File: src/rtl/mmio_responder.sv
// mmio_responder: memory-mapped target for the data-side load/store port.
// It answers accesses with req_addr[31]==1. Behind the address map it holds
// a one-byte UART RX buffer, a one-byte UART TX buffer, and the cycle and
// retired-instruction counters. Read data is registered, so it has the same
// one-cycle latency as dmem.
//
// Both UART sides use strict valid/ready handshakes. A byte transfers on a
// rising clk edge where valid and ready are both 1. valid must not depend on
// ready, and the data is held stable while valid is 1 and ready is 0. Here
// rx_ready is ~rx_full, forced to 0 while rst is low. tx_valid is tx_full.
module mmio_responder #(
   parameter int CNT_W = 32
) (
   input  logic        clk,
   input  logic        rst,
   input  logic        req_en,
   input  logic [31:0] req_addr,
   input  logic [3:0]  req_we,
   input  logic [31:0] req_wdata,
   output logic [31:0] rdata,
   input  logic [7:0]  rx_data,
   input  logic        rx_valid,
   output logic        rx_ready,
   output logic [7:0]  tx_data,
   output logic        tx_valid,
   input  logic        tx_ready,
   input  logic        inst_retire
);

   localparam logic [7:0] OFF_CTRL = 8'h00;
   localparam logic [7:0] OFF_RX   = 8'h04;
   localparam logic [7:0] OFF_TX   = 8'h08;
   localparam logic [7:0] OFF_CYC  = 8'h10;
   localparam logic [7:0] OFF_INST = 8'h14;
   localparam logic [7:0] OFF_CCLR = 8'h18;

   logic             rx_full;
   logic [7:0]       rx_buf;
   logic             tx_full;
   logic [7:0]       tx_buf;
   logic [CNT_W-1:0] cycle_cnt;
   logic [CNT_W-1:0] inst_cnt;

   logic [7:0]  offset;
   logic        rd_hit;
   logic        wr_hit;
   logic [31:0] rd_val;
   logic        rx_cap;
   logic        rx_pop;
   logic        tx_push;
   logic        tx_pop;
   logic        cnt_clr;

   // Only the low address byte is decoded, and only tx data bits [7:0] are used.
   logic unused_bits;
   assign unused_bits = ^{req_addr[30:8], req_wdata[31:8]};

   assign rx_ready = rst & ~rx_full;
   assign tx_valid = tx_full;
   assign tx_data  = tx_buf;

   // Decode the access and derive the buffer and counter events from the pre-edge state.
   always_comb begin
      offset  = req_addr[7:0];
      rd_hit  = req_en & req_addr[31] & (req_we == 4'b0000);
      wr_hit  = req_en & req_addr[31] & (req_we != 4'b0000);
      rx_cap  = rx_valid & ~rx_full;
      rx_pop  = rd_hit & (offset == OFF_RX) & rx_full;
      tx_push = wr_hit & (offset == OFF_TX) & req_we[0] & ~tx_full;
      tx_pop  = tx_full & tx_ready;
      cnt_clr = wr_hit & (offset == OFF_CCLR);
      rd_val  = 32'h0;
      case (offset)
         OFF_CTRL: rd_val = {30'h0, rx_full, ~tx_full};
         OFF_RX:   rd_val = rx_full ? {24'h0, rx_buf} : 32'h0;
         OFF_CYC:  rd_val = 32'(cycle_cnt);
         OFF_INST: rd_val = 32'(inst_cnt);
         default:  rd_val = 32'h0;
      endcase
   end

   // Register read data, the buffers and the counters. Reset discards everything.
   always_ff @(posedge clk) begin
      if (!rst) begin
         rdata     <= 32'h0;
         rx_full   <= 1'b0;
         rx_buf    <= 8'h0;
         tx_full   <= 1'b0;
         tx_buf    <= 8'h0;
         cycle_cnt <= '0;
         inst_cnt  <= '0;
      end else begin
         if (rd_hit) begin
            rdata <= rd_val;
         end
         if (rx_cap) begin
            rx_buf  <= rx_data;
            rx_full <= 1'b1;
         end else if (rx_pop) begin
            rx_full <= 1'b0;
         end
         if (tx_push) begin
            tx_buf  <= req_wdata[7:0];
            tx_full <= 1'b1;
         end else if (tx_pop) begin
            tx_full <= 1'b0;
         end
         if (cnt_clr) begin
            cycle_cnt <= '0;
            inst_cnt  <= '0;
         end else begin
            cycle_cnt <= cycle_cnt + CNT_W'(1);
            inst_cnt  <= inst_cnt + CNT_W'(inst_retire);
         end
      end
   end

endmodule

File: config.mk
export PLATFORM = sky130hd
export DESIGN_NAME = mmio_responder
export DESIGN_NICKNAME = d
export VERILOG_FILES = /design/src/rtl/mmio_responder.sv
export SDC_FILE = /design/constraint.sdc
export NUM_CORES = 1
export LEC_CHECK = 0
export CORE_MARGIN = 2
export CORE_UTILIZATION = 30
export CTS_CLUSTER_DIAMETER = 120
export CTS_CLUSTER_SIZE = 10
export DETAILED_ROUTE_END_ITERATION = 6
export SLEW_MARGIN = 20
export SYNTH_ARGS = -nofsm -noshare
export SYNTH_HDL_FRONTEND = slang
export SYNTH_SLANG_ARGS = --single-unit
File: constraint.sdc
create_clock -name clk -period 5.5 [get_ports clk]
set_clock_uncertainty 0.05 [all_clocks]
set_input_delay 0.55 -clock clk [delete_from_list [all_inputs] [get_ports clk]]
set_output_delay 0.55 -clock clk [all_outputs]
set_load 0.005 [all_outputs]
==> impl_results.html <==
<table>
<tr><th>Metric</th><th>Value</th></tr>
<tr><th colspan="2">Outcome</th></tr>
<tr><td>Outcome</td><td>finished, final reports clean</td></tr>
<tr><th colspan="2">Setup path</th></tr>
<tr><td>Category of the most critical setup path</td><td>input port to flop</td></tr>
<tr><td>Register-to-register path setup slack</td><td>3090 ps</td></tr>
<tr><td>Critical path's slowest cell</td><td>sky130_fd_sc_hd__or4b_1</td></tr>
<tr><td>Worst path buffer plus inverter count</td><td>2</td></tr>
<tr><td>Kind of cell adding the most delay to the critical path</td><td>simple AND/OR/NAND/NOR gates</td></tr>
<tr><td>Critical path launch point</td><td>req_addr[2]</td></tr>
<tr><td>Cell breakdown of the critical path</td><td>buf_2 &gt; or4b_1 &gt; or4_1 &gt; nand2_2 &gt; buf_4 &gt; a21oi_1</td></tr>
<tr><td>Type of destination of the critical path</td><td>flop</td></tr>
<tr><td>Worst-path maximum fanout</td><td>36</td></tr>
<tr><td>Maximum single-stage delay on the critical path</td><td>690 ps</td></tr>
<tr><td>Worst reg2reg path endpoint</td><td>cycle_cnt[28]</td></tr>
<tr><td>Cells on worst reg2reg path</td><td>5</td></tr>
<tr><td>Logic depth of the worst setup path including buffers</td><td>6</td></tr>
<tr><td>Critical path capture point</td><td>cycle_cnt[29]</td></tr>
<tr><td>Arr. time, crit path</td><td>3250 ps</td></tr>
<tr><td>Type of element launching the critical path</td><td>input port</td></tr>
<tr><td>Reg2reg start</td><td>cycle_cnt[0]</td></tr>
<tr><td>WP data required</td><td>5730 ps</td></tr>
<tr><th colspan="2">Clocking</th></tr>
<tr><td>Buffer levels on the longest clock path</td><td>2</td></tr>
<tr><td>TritonCTS clock tree</td><td>done</td></tr>
<tr><td># hold bufs at CTS</td><td>0</td></tr>
<tr><td>Worst-skew pair later-pin latency</td><td>420 ps</td></tr>
<tr><td>Clock edge transition at the registers on the reported setup and hold paths</td><td>50 ps</td></tr>
<tr><td>CTS Sinks</td><td>114</td></tr>
<tr><td>Setup fix buffers added after clock tree synthesis</td><td>0</td></tr>
<tr><td>Maximum level of the CTS H-tree</td><td>4</td></tr>
<tr><td>Clock buffers created by TritonCTS</td><td>17</td></tr>
<tr><td>Clk Tree Root Cell</td><td>sky130_fd_sc_hd__clkbuf_16</td></tr>
<tr><td>PostCTS Resize Cnt</td><td>0</td></tr>
<tr><th colspan="2">Timing</th></tr>
<tr><td>Shortest clock period the worst path allows after layout</td><td>3017 ps</td></tr>
<tr><td>Final-report max-slew violation count</td><td>0</td></tr>
<tr><td>Final worst-path cycle share</td><td>0.5486</td></tr>
<tr><td>Number of hold violations in the final report</td><td>0</td></tr>
<tr><td>Post-route setup TNS</td><td>0 ps</td></tr>
<tr><td>Transition time at the pin with the least slew margin</td><td>1051 ps</td></tr>
<tr><td>Setup repair after global routing missed its margin</td><td>false</td></tr>
<tr><td>Final setup margin</td><td>2483 ps</td></tr>
<tr><td>Setup violations, final</td><td>0</td></tr>
<tr><td>Relative max-transition margin</td><td>0.2993</td></tr>
<tr><td>Highest achievable clock rate</td><td>331.4 MHz</td></tr>
<tr><th colspan="2">Die</th></tr>
<tr><td>Core Region</td><td>17300 µm²</td></tr>
<tr><td>Boundary Pins</td><td>124</td></tr>
<tr><td>Height of the die</td><td>137.2 µm</td></tr>
<tr><td>Site Rows</td><td>48</td></tr>
<tr><td>Initial Util</td><td>0.3075</td></tr>
<tr><td>Horiz. Die Dim</td><td>137.2 µm</td></tr>
<tr><td>DIE AREA</td><td>18810 µm²</td></tr>
<tr><th colspan="2">Global route</th></tr>
<tr><td>Met2 track demand over resource in global routing</td><td>0.2573</td></tr>
<tr><td>Global-route track usage on met3</td><td>0.03778</td></tr>
<tr><td>Met1 routing resource usage after global routing</td><td>0.1885</td></tr>
<tr><td>Initial antenna violation count</td><td>0</td></tr>
<tr><td>Sum of overflow across all layers after global routing</td><td>0</td></tr>
<tr><td>Largest net degree at the start of global routing</td><td>37</td></tr>
<tr><td>GRT Resource Usage Total</td><td>0.1536</td></tr>
<tr><td>Via count of the first global-routing pass</td><td>4528</td></tr>
<tr><td>Most utilized layer in the global route result</td><td>met2</td></tr>
<tr><td>Wire length of the first global-routing pass</td><td>22650 µm</td></tr>
<tr><th colspan="2">Power and ir drop</th></tr>
<tr><td>Internal power</td><td>1.688 mW</td></tr>
<tr><td>Reg power frac</td><td>0.397</td></tr>
<tr><td>Switch Pwr</td><td>0.4272 mW</td></tr>
<tr><td>Switching part of the total power</td><td>0.2019</td></tr>
<tr><td>Total power draw</td><td>2.115 mW</td></tr>
<tr><td>Power per standard cell area</td><td>308.5 nW/µm²</td></tr>
<tr><td>Portion of total power attributed to combinational logic</td><td>0.038</td></tr>
<tr><td>Largest vdd supply drop</td><td>0.2211 mV</td></tr>
<tr><td>Static leakage</td><td>2.208 nW</td></tr>
<tr><td>Clock network fraction of total power</td><td>0.565</td></tr>
<tr><th colspan="2">Route</th></tr>
<tr><td>Vias post-DR</td><td>4652</td></tr>
<tr><td>Number of violations reported at the end of detailed-routing iteration 0</td><td>347</td></tr>
<tr><td>Routed wire per std cell</td><td>15.58 µm</td></tr>
<tr><td>Detailed Route WL</td><td>13800 µm</td></tr>
<tr><td>Number of routed nets with antenna violations</td><td>0</td></tr>
<tr><td>Number of detailed-route iterations in the first pass</td><td>5</td></tr>
<tr><td>Post-detailed-route DRC marker count</td><td>0</td></tr>
<tr><td>Vias per cell</td><td>5.251</td></tr>
<tr><th colspan="2">Synthesis</th></tr>
<tr><td>Syn. warnings</td><td>0</td></tr>
<tr><td>Post-synth top flop</td><td>sky130_fd_sc_hd__dfxtp_1</td></tr>
<tr><td>Share of flip-flops with an asynchronous set or reset</td><td>0</td></tr>
<tr><td>Mean post-synth cell area</td><td>9.092 µm²</td></tr>
<tr><td>Post-synthesis cell count</td><td>585</td></tr>
<tr><td>Sequential-to-total area share from yosys stat</td><td>0.4291</td></tr>
<tr><td>Library cell occupying the most area in the post-synthesis netlist</td><td>sky130_fd_sc_hd__dfxtp_1</td></tr>
<tr><td>Area of the mapped netlist</td><td>5319 µm²</td></tr>
<tr><td>Share of Yosys cell area claimed by the top area cell type</td><td>0.4291</td></tr>
<tr><td>Post-synth net total</td><td>670</td></tr>
<tr><td>#FFs+latches synth</td><td>114</td></tr>
<tr><td>Main area contributors after synthesis</td><td>sky130_fd_sc_hd__dfxtp_1 43%, sky130_fd_sc_hd__mux2i_1 7.7%, sky130_fd_sc_hd__a21oi_1 4.0%, sky130_fd_sc_hd__or4_1 4.0%, sky130_fd_sc_hd__o2bb2ai_1 4.0%</td></tr>
<tr><td>Number of enable-type register cells in the synthesized netlist</td><td>0</td></tr>
<tr><td>Number of distinct standard cells referenced by the synthesized netlist</td><td>44</td></tr>
<tr><th colspan="2">Min path</th></tr>
<tr><td>Hold Path Stages</td><td>2</td></tr>
<tr><td>Worst Hold Launch</td><td>rdata[0]</td></tr>
<tr><td>Path class of the lowest-slack min-delay path</td><td>flop to flop</td></tr>
<tr><th colspan="2">Job</th></tr>
<tr><td>Max cap viols</td><td>0</td></tr>
<tr><th colspan="2">Layout</th></tr>
<tr><td>Layout cell share with drive strength beyond 1</td><td>0.08169</td></tr>
<tr><td>N_diodes</td><td>0</td></tr>
<tr><td>Synthesis-to-finish area growth</td><td>28.93%</td></tr>
<tr><td>Final design area excluding fillers</td><td>6858 µm²</td></tr>
<tr><td>Final net count</td><td>733</td></tr>
<tr><th colspan="2">Placed design</th></tr>
<tr><td>Standard cell area after detailed placement</td><td>6208 µm²</td></tr>
<tr><td>Global placement routability congestion</td><td>0.8287</td></tr>
<tr><td>Detailed placer's ending HPWL</td><td>9550 µm</td></tr>
<tr><td>Number of input and output port buffers inserted</td><td>76</td></tr>
<tr><td>DP Worst Slack</td><td>1732 ps</td></tr>
</table>
[layer usage]
| metal | share of wire | routed length, µm | up-vias |
|---|---|---|---|
| li1 | - | - | 2288 |
| met1 | 0.45 | 6152 | 2239 |
| met2 | 0.50 | 6879 | 106 |
| met3 | 0.040 | 549 | 19 |
| met4 | 0.016 | 217 | 0 |
| met5 | 0 | 0 | - |
[sequential cells by signal (all words and copies together) (netlist names)]
name	cells
rx_full	1
tx_data	8
rdata	32
rx_buf	8
cycle_cnt	32
tx_valid	1
inst_cnt	32
[power groups by stage]
stage / clock (mW) / sequential, mW / combinational [mW]
3_5_place_dp: 0 / 0.857 / 0.0796
2_1_floorplan: 0 / 0.855 / 0.0445
4_1_cts: 1.22 / 0.840 / 0.0801
5_1_grt: 1.25 / 0.841 / 0.0877
6_report: 1.20 / 0.840 / 0.0798
3_3_place_gp: 0 / 0.857 / 0.0782
[how the worst min path moves through the flow]
stage                    endpoint  slack, ps
floorplan            cycle_cnt[0]        390
global route        cycle_cnt[31]        470
finish                   rdata[0]        410
detailed placement       rdata[0]        410
global placement         rdata[0]        400
CTS                      rdata[0]        410
[cell usage after synthesis, types with 6 or more instances]
master and number:
sky130_fd_sc_hd__dfxtp_1 114, sky130_fd_sc_hd__a21oi_1 42, sky130_fd_sc_hd__mux2i_1 41, sky130_fd_sc_hd__nor2_1 38, sky130_fd_sc_hd__nand2_1 32, sky130_fd_sc_hd__or4_1 28, sky130_fd_sc_hd__nand3_1 26, sky130_fd_sc_hd__and2_1 24
sky130_fd_sc_hd__o2bb2ai_1 24, sky130_fd_sc_hd__o31ai_1 22, sky130_fd_sc_hd__clkbuf_1 21, sky130_fd_sc_hd__nor2b_1 19, sky130_fd_sc_hd__nand4_1 17, sky130_fd_sc_hd__or3_1 15, sky130_fd_sc_hd__xnor2_1 15, sky130_fd_sc_hd__o21ai_0 14
sky130_fd_sc_hd__inv_1 13, sky130_fd_sc_hd__xor2_1 9, sky130_fd_sc_hd__nor4_1 7, sky130_fd_sc_hd__and4_1 6, sky130_fd_sc_hd__buf_4 6, sky130_fd_sc_hd__o221ai_1 6
[metrics by stage]
stage / std cells / util / hold slack, ps
after floorplan: 585 / - / 390.9
after global placement: 854 / 0.3589 / 400.0
after detailed placement: 854 / 0.3589 / 408.0
after CTS: 886 / 0.3963 / 413.5
after global routing: 886 / 0.3965 / 466.0
final: 886 / 0.3965 / 411.7
[cells in the final DEF, fill, tap and decap left out, types with 13 or more instances in the layout]
| master | instances |
|---|---|
| sky130_fd_sc_hd__dfxtp_1 | 114 |
| sky130_fd_sc_hd__clkdlybuf4s50_1 | 75 |
| sky130_fd_sc_hd__a21oi_1 | 42 |
| sky130_fd_sc_hd__mux2i_1 | 41 |
| sky130_fd_sc_hd__nor2_1 | 38 |
| sky130_fd_sc_hd__nand2_1 | 31 |
| sky130_fd_sc_hd__or4_1 | 28 |
| sky130_fd_sc_hd__nand3_1 | 26 |
| sky130_fd_sc_hd__o2bb2ai_1 | 24 |
| sky130_fd_sc_hd__and2_1 | 24 |
| sky130_fd_sc_hd__o31ai_1 | 22 |
| sky130_fd_sc_hd__nor2b_1 | 19 |
| sky130_fd_sc_hd__nand4_1 | 17 |
| sky130_fd_sc_hd__clkbuf_16 | 17 |
| sky130_fd_sc_hd__or3_1 | 15 |
| sky130_fd_sc_hd__xnor2_1 | 15 |
| sky130_fd_sc_hd__o21ai_0 | 14 |
| sky130_fd_sc_hd__inv_1 | 13 |
[area by class of cell]
type	count	area, µm²
sequential	114	2282
timing repair buffer	81	793.3
tap	225	281.5
fill	1710	10440
multi-input combinational	421	2805
inverter	13	48.80
clock buffer	22	494.2
clock inverter	10	152.6
[cells by family after synthesis]
family,share of synthesized area
mux,0.07716
fa+ha+maj,0.007058
compound gates,0.1484
xor+xnor,0.03952
buf+inv,0.04517
simple gates,0.2536
flops,0.4291
[worst register-to-register path, stage by stage (launching register included)]
cell,delay [ps]
sky130_fd_sc_hd__dfxtp_1,400
sky130_fd_sc_hd__ha_1,250
sky130_fd_sc_hd__nand4_1,290
sky130_fd_sc_hd__or3_1,620
sky130_fd_sc_hd__or4_1,570
sky130_fd_sc_hd__a21oi_1,170
Power figures use the tool's default switching activity.
